## src/rtl/sonar_echo_emulator.sv

```systemverilog
`default_nettype none
// ============================================================================
// Module   : sonar_echo_emulator
// Function : HC-SR04-class responder. Validates the trigger pulse width, waits
//            the transducer burst delay, then returns an echo pulse whose
//            width in clk cycles comes from echo_width (0 or out of range
//            reports the no-target timeout width).
// Revision : 1.0 - initial release
// ============================================================================
module sonar_echo_emulator #(
  parameter int unsigned SYNC_STAGES     = 2,
  parameter int unsigned MIN_TRIG_CYCLES = 500,
  parameter int unsigned BURST_CYCLES    = 10_000,
  parameter int unsigned MAX_ECHO_CYCLES = 1_250_000,
  parameter int unsigned TIMEOUT_CYCLES  = 1_900_000,
  parameter int unsigned HOLDOFF_CYCLES  = 500_000
) (
  input  logic        clk,
  input  logic        reset_n,
  input  logic        trigger,
  input  logic [31:0] echo_width,
  output logic        echo,
  output logic        busy,
  output logic        trig_err,
  output logic        done
);

  localparam logic [31:0] c_min_trig     = 32'(MIN_TRIG_CYCLES);
  localparam logic [31:0] c_burst_last   = 32'(BURST_CYCLES - 1);
  localparam logic [31:0] c_max_echo     = 32'(MAX_ECHO_CYCLES);
  localparam logic [31:0] c_timeout      = 32'(TIMEOUT_CYCLES);
  localparam logic [31:0] c_holdoff_last = 32'(HOLDOFF_CYCLES - 1);

  typedef enum logic [2:0] {
    WAIT_LOW = 3'd0,
    IDLE     = 3'd1,
    ARMED    = 3'd2,
    BURST    = 3'd3,
    ECHO     = 3'd4,
    HOLDOFF  = 3'd5
  } state_t;

  logic [SYNC_STAGES-1:0] r_sync;
  logic                   r_trig_prev;
  logic                   w_trig_s;
  logic                   w_rise;
  logic                   w_fall;

  state_t      r_state,  w_state_nxt;
  logic [31:0] r_hcnt,   w_hcnt_nxt;
  logic [31:0] r_dcnt,   w_dcnt_nxt;
  logic [31:0] r_ecnt,   w_ecnt_nxt;
  logic [31:0] r_hocnt,  w_hocnt_nxt;
  logic [31:0] r_width,  w_width_nxt;
  logic        r_echo,   w_echo_nxt;
  logic        r_busy,   w_busy_nxt;
  logic        r_err,    w_err_nxt;
  logic        r_done,   w_done_nxt;

  assign w_trig_s = r_sync[SYNC_STAGES-1];
  assign w_rise   =  w_trig_s & ~r_trig_prev;
  assign w_fall   = ~w_trig_s &  r_trig_prev;

  // Trigger synchronizer plus one-cycle delayed copy for edge detection
  always_ff @(posedge clk) begin
    if (!reset_n) begin
      r_sync      <= '0;
      r_trig_prev <= 1'b0;
    end else begin
      r_sync      <= {r_sync[SYNC_STAGES-2:0], trigger};
      r_trig_prev <= w_trig_s;
    end
  end

  // State, counters and registered outputs
  always_ff @(posedge clk) begin
    if (!reset_n) begin
      r_state <= WAIT_LOW;
      r_hcnt  <= '0;
      r_dcnt  <= '0;
      r_ecnt  <= '0;
      r_hocnt <= '0;
      r_width <= '0;
      r_echo  <= 1'b0;
      r_busy  <= 1'b0;
      r_err   <= 1'b0;
      r_done  <= 1'b0;
    end else begin
      r_state <= w_state_nxt;
      r_hcnt  <= w_hcnt_nxt;
      r_dcnt  <= w_dcnt_nxt;
      r_ecnt  <= w_ecnt_nxt;
      r_hocnt <= w_hocnt_nxt;
      r_width <= w_width_nxt;
      r_echo  <= w_echo_nxt;
      r_busy  <= w_busy_nxt;
      r_err   <= w_err_nxt;
      r_done  <= w_done_nxt;
    end
  end

  // Next-state logic; outputs are derived from the next state so that echo
  // and busy change on the same edge as the state register
  always_comb begin
    w_state_nxt = r_state;
    w_hcnt_nxt  = r_hcnt;
    w_dcnt_nxt  = r_dcnt;
    w_ecnt_nxt  = r_ecnt;
    w_hocnt_nxt = r_hocnt;
    w_width_nxt = r_width;
    w_err_nxt   = 1'b0;
    w_done_nxt  = 1'b0;

    case (r_state)
      WAIT_LOW: begin
        // a trigger already high when we become ready must not count
        if (!w_trig_s) w_state_nxt = IDLE;
      end
      IDLE: begin
        if (w_rise) begin
          w_state_nxt = ARMED;
          w_hcnt_nxt  = 32'd1;
        end
      end
      ARMED: begin
        if (w_fall) begin
          if (r_hcnt >= c_min_trig) begin
            // width is frozen here; later echo_width changes do not matter
            if ((echo_width == 32'd0) || (echo_width > c_max_echo))
              w_width_nxt = c_timeout;
            else
              w_width_nxt = echo_width;
            w_dcnt_nxt  = '0;
            w_state_nxt = BURST;
          end else begin
            w_err_nxt   = 1'b1;
            w_state_nxt = IDLE;
          end
        end else if (w_trig_s && (r_hcnt < c_min_trig)) begin
          w_hcnt_nxt = r_hcnt + 32'd1;
        end
      end
      BURST: begin
        if (r_dcnt == c_burst_last) begin
          w_state_nxt = ECHO;
          w_ecnt_nxt  = '0;
        end else begin
          w_dcnt_nxt = r_dcnt + 32'd1;
        end
      end
      ECHO: begin
        if (r_ecnt == (r_width - 32'd1)) begin
          w_state_nxt = HOLDOFF;
          w_done_nxt  = 1'b1;
          w_hocnt_nxt = '0;
        end else begin
          w_ecnt_nxt = r_ecnt + 32'd1;
        end
      end
      HOLDOFF: begin
        if (r_hocnt == c_holdoff_last) w_state_nxt = WAIT_LOW;
        else                           w_hocnt_nxt = r_hocnt + 32'd1;
      end
      default: w_state_nxt = WAIT_LOW;
    endcase

    w_echo_nxt = (w_state_nxt == ECHO);
    w_busy_nxt = (w_state_nxt == BURST)   || (w_state_nxt == ECHO) ||
                 (w_state_nxt == HOLDOFF) || (w_state_nxt == WAIT_LOW);
  end

  assign echo     = r_echo;
  assign busy     = r_busy;
  assign trig_err = r_err;
  assign done     = r_done;

endmodule
`default_nettype wire

```

## config.mk

```make
export PLATFORM = sky130hd
export DESIGN_NAME = sonar_echo_emulator
export DESIGN_NICKNAME = d
export VERILOG_FILES = /design/src/rtl/sonar_echo_emulator.sv
export SDC_FILE = /design/constraint.sdc
export NUM_CORES = 1
export LEC_CHECK = 0
export ABC_AREA = 1
export CAP_MARGIN = 5
export CORE_ASPECT_RATIO = 1.1
export CORE_MARGIN = 8
export CORE_UTILIZATION = 45
export DETAILED_ROUTE_END_ITERATION = 10
export DONT_BUFFER_PORTS = 1
export GPL_TIMING_DRIVEN = 1
export HOLD_SLACK_MARGIN = 0.08
export SLEW_MARGIN = 25
export SYNTH_ARGS = -nofsm -noshare
export SYNTH_HDL_FRONTEND = slang
export SYNTH_SLANG_ARGS = --single-unit
```

## constraint.sdc

```tcl
create_clock -name clk -period 3.3 [get_ports clk]
set_clock_uncertainty 0.1 [all_clocks]
set_input_delay 0 -clock clk [delete_from_list [all_inputs] [get_ports clk]]
set_output_delay 0 -clock clk [all_outputs]
set_load 0.01 [all_outputs]
```

# Word level (Yosys, flattened, before mapping)
# Index checks and enable logic that the tools add are counted.
[totals] register_bits=170 input_bits=35 output_inout_bits=4 elab_cells=89
[classes] add_sub_neg=5 n_lt_le_gt_ge=3 eq_ne=21 n_mux=25 bitwise=4 reduce_logical=19
[ops] cell="32-bit two-way mux" count=11
[ops] cell="32-bit one-hot mux with 2 select lines" count=4
[ops] cell="32-bit by 1-bit adder with 32-bit output, second input constant" count=4
[ops] cell="32-bit by 14-bit equality test with 1-bit output, second input constant" count=1
[ops] cell="32-bit by 19-bit equality test with 1-bit output, second input constant" count=1
[ops] cell="32-bit equality test" count=1
[ops] cell="32-bit by 9-bit >= comparator with 1-bit output, second input constant" count=1
[ops] cell="32-bit by 21-bit greater-than comparator with 1-bit output, second input constant" count=1
[ops] cell="32-bit logical NOT" count=1
[ops] cell="32-bit by 9-bit < comparator with 1-bit output, second input constant" count=1
[ops] cell="32-bit by 1-bit subtractor with 32-bit output, second input constant" count=1
[ops] cell="2-bit inequality test, second input constant" count=10
[ops] cell="3-bit two-way mux" count=6
[ops] cell="3-bit one-hot mux with 6 select lines" count=1
[ops] cell="3-bit equality test, second input constant" count=4
[ops] cell="3-bit AND reduction" count=4
[ops] cell="3-bit by 2-bit equality test with 1-bit output, second input constant" count=3
[ops] cell="4-bit AND reduction" count=2
[ops] cell="2-bit nonzero test" count=4
[ops] cell="3-bit logical NOT" count=2
[ops] cell="1-bit logical OR" count=4
[ops] cell="3-bit by 1-bit equality test with 1-bit output, second input constant" count=1
[ops] cell="1-bit AND" count=2
[ops] cell="1-bit two-way mux" count=2
[ops] cell="4 further kinds" count=5

# Logic depth before layout (Yosys ltp)
[logic_depth] depth_word=8 ltp_mapped=19 mapped_depth_nobuf=19

# Worst setup path before layout
# Ideal clock, no wire load.
[synth_path] path_type="register to register" startpoint="register r_width[0]" endpoint="register r_hocnt[20]" setup_time_ns=0.132 arrival_time_ns=2.093 t_required_ns=3.068 setup_slack_ns=0.975 stages_incl_launch_ff=19 path_buffers=1 period_less_slack_ns=2.325 path_cell_list="dfxtp_1 > inv_1 > ha_1 > nand2_1 > nor2_1 > nand3_1 > nor2_1 > nand2_1 > nand2_1 > nand2_1 > inv_1 > nand2_1 > nor2_2 > nand3_2 > nand2_4 > nand2_2 > buf_2 > nand2_1 > a21oi_1"
[synth_between] elab_chain_cells=4
[synth_lines] element="start: declaration" line="54" source="logic [31:0] r_width, w_width_nxt;"
[synth_lines] element="start signal: assignment" line="94" source="r_width <= w_width_nxt;"
[synth_lines] element="32-bit by 1-bit subtractor with 32-bit output" line="152" source="if (r_ecnt == (r_width - 32'd1)) begin"
[synth_lines] element="32-bit equality test" line="152"
[synth_lines] element="2-bit inequality test (no source line)"
[synth_lines] element="3-bit AND reduction (no source line)"
[synth_lines] element="end signal: assignment" line="93" source="r_hocnt <= w_hocnt_nxt;"
[synth_lines] element="end: declaration" line="53" source="logic [31:0] r_hocnt, w_hocnt_nxt;"
# Every way passes these cells.
# A chain may end at the register's enable or synchronous reset.

# Worst setup path after layout
[layout_path] startpoint="register r_width[0]" endpoint="register r_ecnt[27]"
[layout_between] elab_chain_cells=4
[layout_lines] element="32-bit by 1-bit subtractor with 32-bit output" line="152"
[layout_lines] element="32-bit equality test" line="152"
[layout_lines] element="2-bit inequality test (no source line)"
[layout_lines] element="3-bit AND reduction (no source line)"
[layout_lines] element="end signal: assignment" line="92" source="r_ecnt <= w_ecnt_nxt;"
[layout_lines] element="end: declaration" line="52" source="logic [31:0] r_ecnt, w_ecnt_nxt;"
# Every way passes these cells.

==> summary.md <==
| Metric | Value |
|---|---|
| Status | finished, final reports clean |
| Cts bufs inserted | 17 |
| Avg Inst Size Synth | 6.26 µm² |
| CP startpoint kind | register |
| Cell Pwr Density | 362 mW/mm² |
| Final global-route overflow total | 0 |
| Port bufs | 0 |
| Core Box Area | ~0.023 mm² |
| Synth Instances | 1696 |
| Top FF cell, synth | dfxtp_1 |
| Synth Register Bits | between 150 and 200 |
| YS warnings | 0 |
| Vias/cell | approximately 5.2 |
| RSZ-0062 raised after global routing | false |
| Highest clock rate | about 0.35 GHz |
| Final Setup Violations | 0 |
| All-layer global routing usage | 0.221 |
| Drt drc | 0 |
| Vias in the first global route | around 10000 |
| Max FO, Critical Path | 32 |
| Die footprint | roughly 0.029 mm² |
| Final TNS setup | 0 ns |
| WS Path Type | register to register |
| NetSw | about 1 mW |
| Largest net degree at the start of global routing | 62 |
| Die width | between 150 and 200 µm |
| Final setup margin | 0.445 ns |
| CTS Buffer Depth | 2 |
| DP Wirelength | 23600 µm |
| Switching part of the total | 0.237 |
| Synth Cell Area | roughly 0.011 mm² |
| Reg area | 0.00340 mm² |
| Logic gate share of total power | 0.032 |
| Placed cell count | a little under 2000 |
| Antenna Nets Post-Route | 0 |
| Synth Net Count | ~1700 |
| Total number of vias | between 10000 and 15000 |
| CP endpoint kind | register |
| Avg WL per Cell | 15.5 µm |
| DRT iter0 DRCs | ~730 |
| Proportion of layout cells with a drive suffix above 1 | 0.0536 |
| Minimum clock period | 2.86 ns |
| Post-synthesis sequential area ratio | 0.321 |
| CTS tree | done |
| Initial core utilization | 0.453 |
| Total Power | ~4.2 mW |
| Static Leakage | 4.34 nW |
| Max cap viols | 0 |
| Slew headroom | 0.484 |
| Setup Slack @ Placement | a little under 0.5 ns |
| GPL Wtd Cong | 0.923 |
| Hold Vio Cnt, Final | 0 |
| Post-Layout Cell Count | 2020 |
| WP data arrival | 3.05 ns |
| Antenna Cells | 0 |
| Area taken by multi-input logic gates | 0.00623 mm² |
| Clock slew at the register clock pins of the worst setup and hold paths | 0.07 ns |
| Seq pwr share | 0.488 |
| Worst slew pin tran | about 0.77 ns |
| Row cnt | slightly below 60 |
| CTS root buf | clkbuf_16 |
| Worst skew pair latency | between 0.4 and 0.5 ns |
| First-pass GRT wire length | approximately 52000 µm |
| Postcts setup bufs | 0 |
| Worst VDD drop | about 0.3 mV |
| Post-synth ARST share | 0 |
| I/O Pins | 39 |
| Fin crit share | 0.865 |
| Power Internal | ~3.2 mW |
| Synth unique cells | 38 |
| Number of synthesized flops with an enable pin | 0 |
| Final nets | ~1700 |
| CTS H-Tree Depth | 4 |
| Worst path required time | roughly 3.5 ns |
| DIE HEIGHT | around 180 µm |
| Layout fillers | between 2000 and 2500 |
| Area growth syn-to-layout | 10.1% |
| Fin. max-slew vios | 0 |
| Final Util | 0.499 |
| Initial DRT Pass Iterations | 6 |
| Clk sink count | 170 |
| Worst hold path type | input pin to register |
| Initial antenna violation count | 0 |
| Routed wire length | around 31000 µm |
| Clock network power share | 0.479 |
==> final cells by class <==
type,instances,share of cell area
clock buffer,19,0.0370
clock inverter,12,0.0122
inverter,187,0.0603
multi-input combinational,1285,0.533
sequential,170,0.291
tap,305,0.0327
timing repair buffer,42,0.0332
==> worst paths after layout <==
path	start	end	slack, ns	depth (start not counted)
setup reg to reg	r_width[0]	r_ecnt[27]	0.44	16
hold / removal	trigger	r_sync[0]	0.13	3
setup / recovery	r_width[0]	r_ecnt[27]	0.44	16
hold reg to reg	r_sync[0]	r_sync[1]	0.32	2
==> power by group through the flow <==
stage | Sequential (mW) | Clock [mW] | Combinational [mW]
after CTS | 2.06 | 2.08 | 0.139
after global placement | 2.11 | 0 | 0.105
after global routing | 2.07 | 2.15 | 0.153
after detailed placement | 2.11 | 0 | 0.107
after floorplan | 2.11 | 0 | 0.0816
final | 2.07 | 2.03 | 0.137
==> critical path: stages, from the launching register on <==
cell and delay [ns]:
dfxtp_1 0.33, inv_1 0.11, ha_1 0.27, nand2_2 0.13
nor2_4 0.19, nand3_1 0.09, nand2_1 0.12, nand2_1 0.07
a21oi_1 0.22, nand3_1 0.10, nor2_1 0.17, nand3_2 0.13
nand2_4 0.20, nand2_2 0.06, buf_4 0.24, nand2_1 0.11
a21oi_1 0.06
==> synthesized netlist by cell type (3+ instances only) <==
library cell | n | area (µm²)
nor3b_1 | 5 | 37.5
o21bai_1 | 3 | 22.5
clkinv_1 | 3 | 11.3
a21oi_1 | 113 | 566
ha_1 | 6 | 75.1
dfxtp_1 | 170 | 3400
nand4_1 | 46 | 288
inv_1 | 182 | 683
or2_2 | 23 | 144
nor2_1 | 237 | 890
nor2_2 | 4 | 25.0
nand3b_1 | 14 | 105
xor2_1 | 46 | 403
nand2_1 | 433 | 1630
buf_2 | 5 | 25.0
o21ai_0 | 35 | 175
nand2_2 | 5 | 31.3
buf_6 | 9 | 101
o21ai_1 | 3 | 15.0
xnor2_1 | 40 | 350
a31oi_1 | 5 | 31.3
nor3_1 | 94 | 470
clkbuf_1 | 39 | 146
nor4_1 | 28 | 175
nand3_1 | 125 | 626
nor2_4 | 6 | 67.6
==> cells by family (layout without fill, tap and decap cells) <==
| logic type | Yosys count | after routing | synth area share |
|---|---|---|---|
| simple gates | 1026 | 1026 | 0.427 |
| buf+inv | 241 | 260 | 0.0922 |
| flops | 170 | 170 | 0.321 |
| compound gates | 167 | 167 | 0.0817 |
| xor+xnor | 86 | 86 | 0.0710 |
| fa+ha+maj | 6 | 6 | 0.00707 |
==> cells in the final DEF, fill, tap and decap left out, drive strengths merged, types with 14 or more instances in the layout <==
master | Yosys | routed
a21oi | 113 | 113
buf | 15 | 18
clkbuf | 39 | 19
dfxtp | 170 | 170
dlygate4sd3 | 0 | 24
inv | 184 | 187
nand2 | 439 | 439
nand3 | 126 | 126
nand3b | 14 | 14
nand4 | 46 | 46
nor2 | 247 | 247
nor3 | 95 | 95
nor4 | 28 | 28
o21ai | 38 | 38
or2 | 23 | 23
xnor2 | 40 | 40
xor2 | 46 | 46
==> per-layer routing <==
metal	vias up	track usage	part of all wire
li1	5501	-	-
met1	4833	0.258	0.44
met2	199	0.398	0.50
met3	67	0.0302	0.029
met4	0	0.0934	0.034
met5	-	0	0
==> registers in the layout, indices dropped and copies added (netlist names), 2 cells and up <==
name,flops
r_state,3
r_hcnt,32
r_hocnt,32
r_sync,2
r_dcnt,32
r_ecnt,32
r_width,32
==> repair_timing <==
action / in CTS / in global routing
hold endpoints to repair: 96 / 0
gates resized for setup: 0 / 0
hold buffers: 25 / 0
==> per-stage QoR <==
step,hold slack (ns),cell area [µm²]
CTS,0.100,11700
floorplan,-0.00237,10600
detailed placement,0.00287,10900
global route,0.128,11700
global placement,-0.00229,10900
finish,0.134,11700
(Power assumes the default switching activity.)
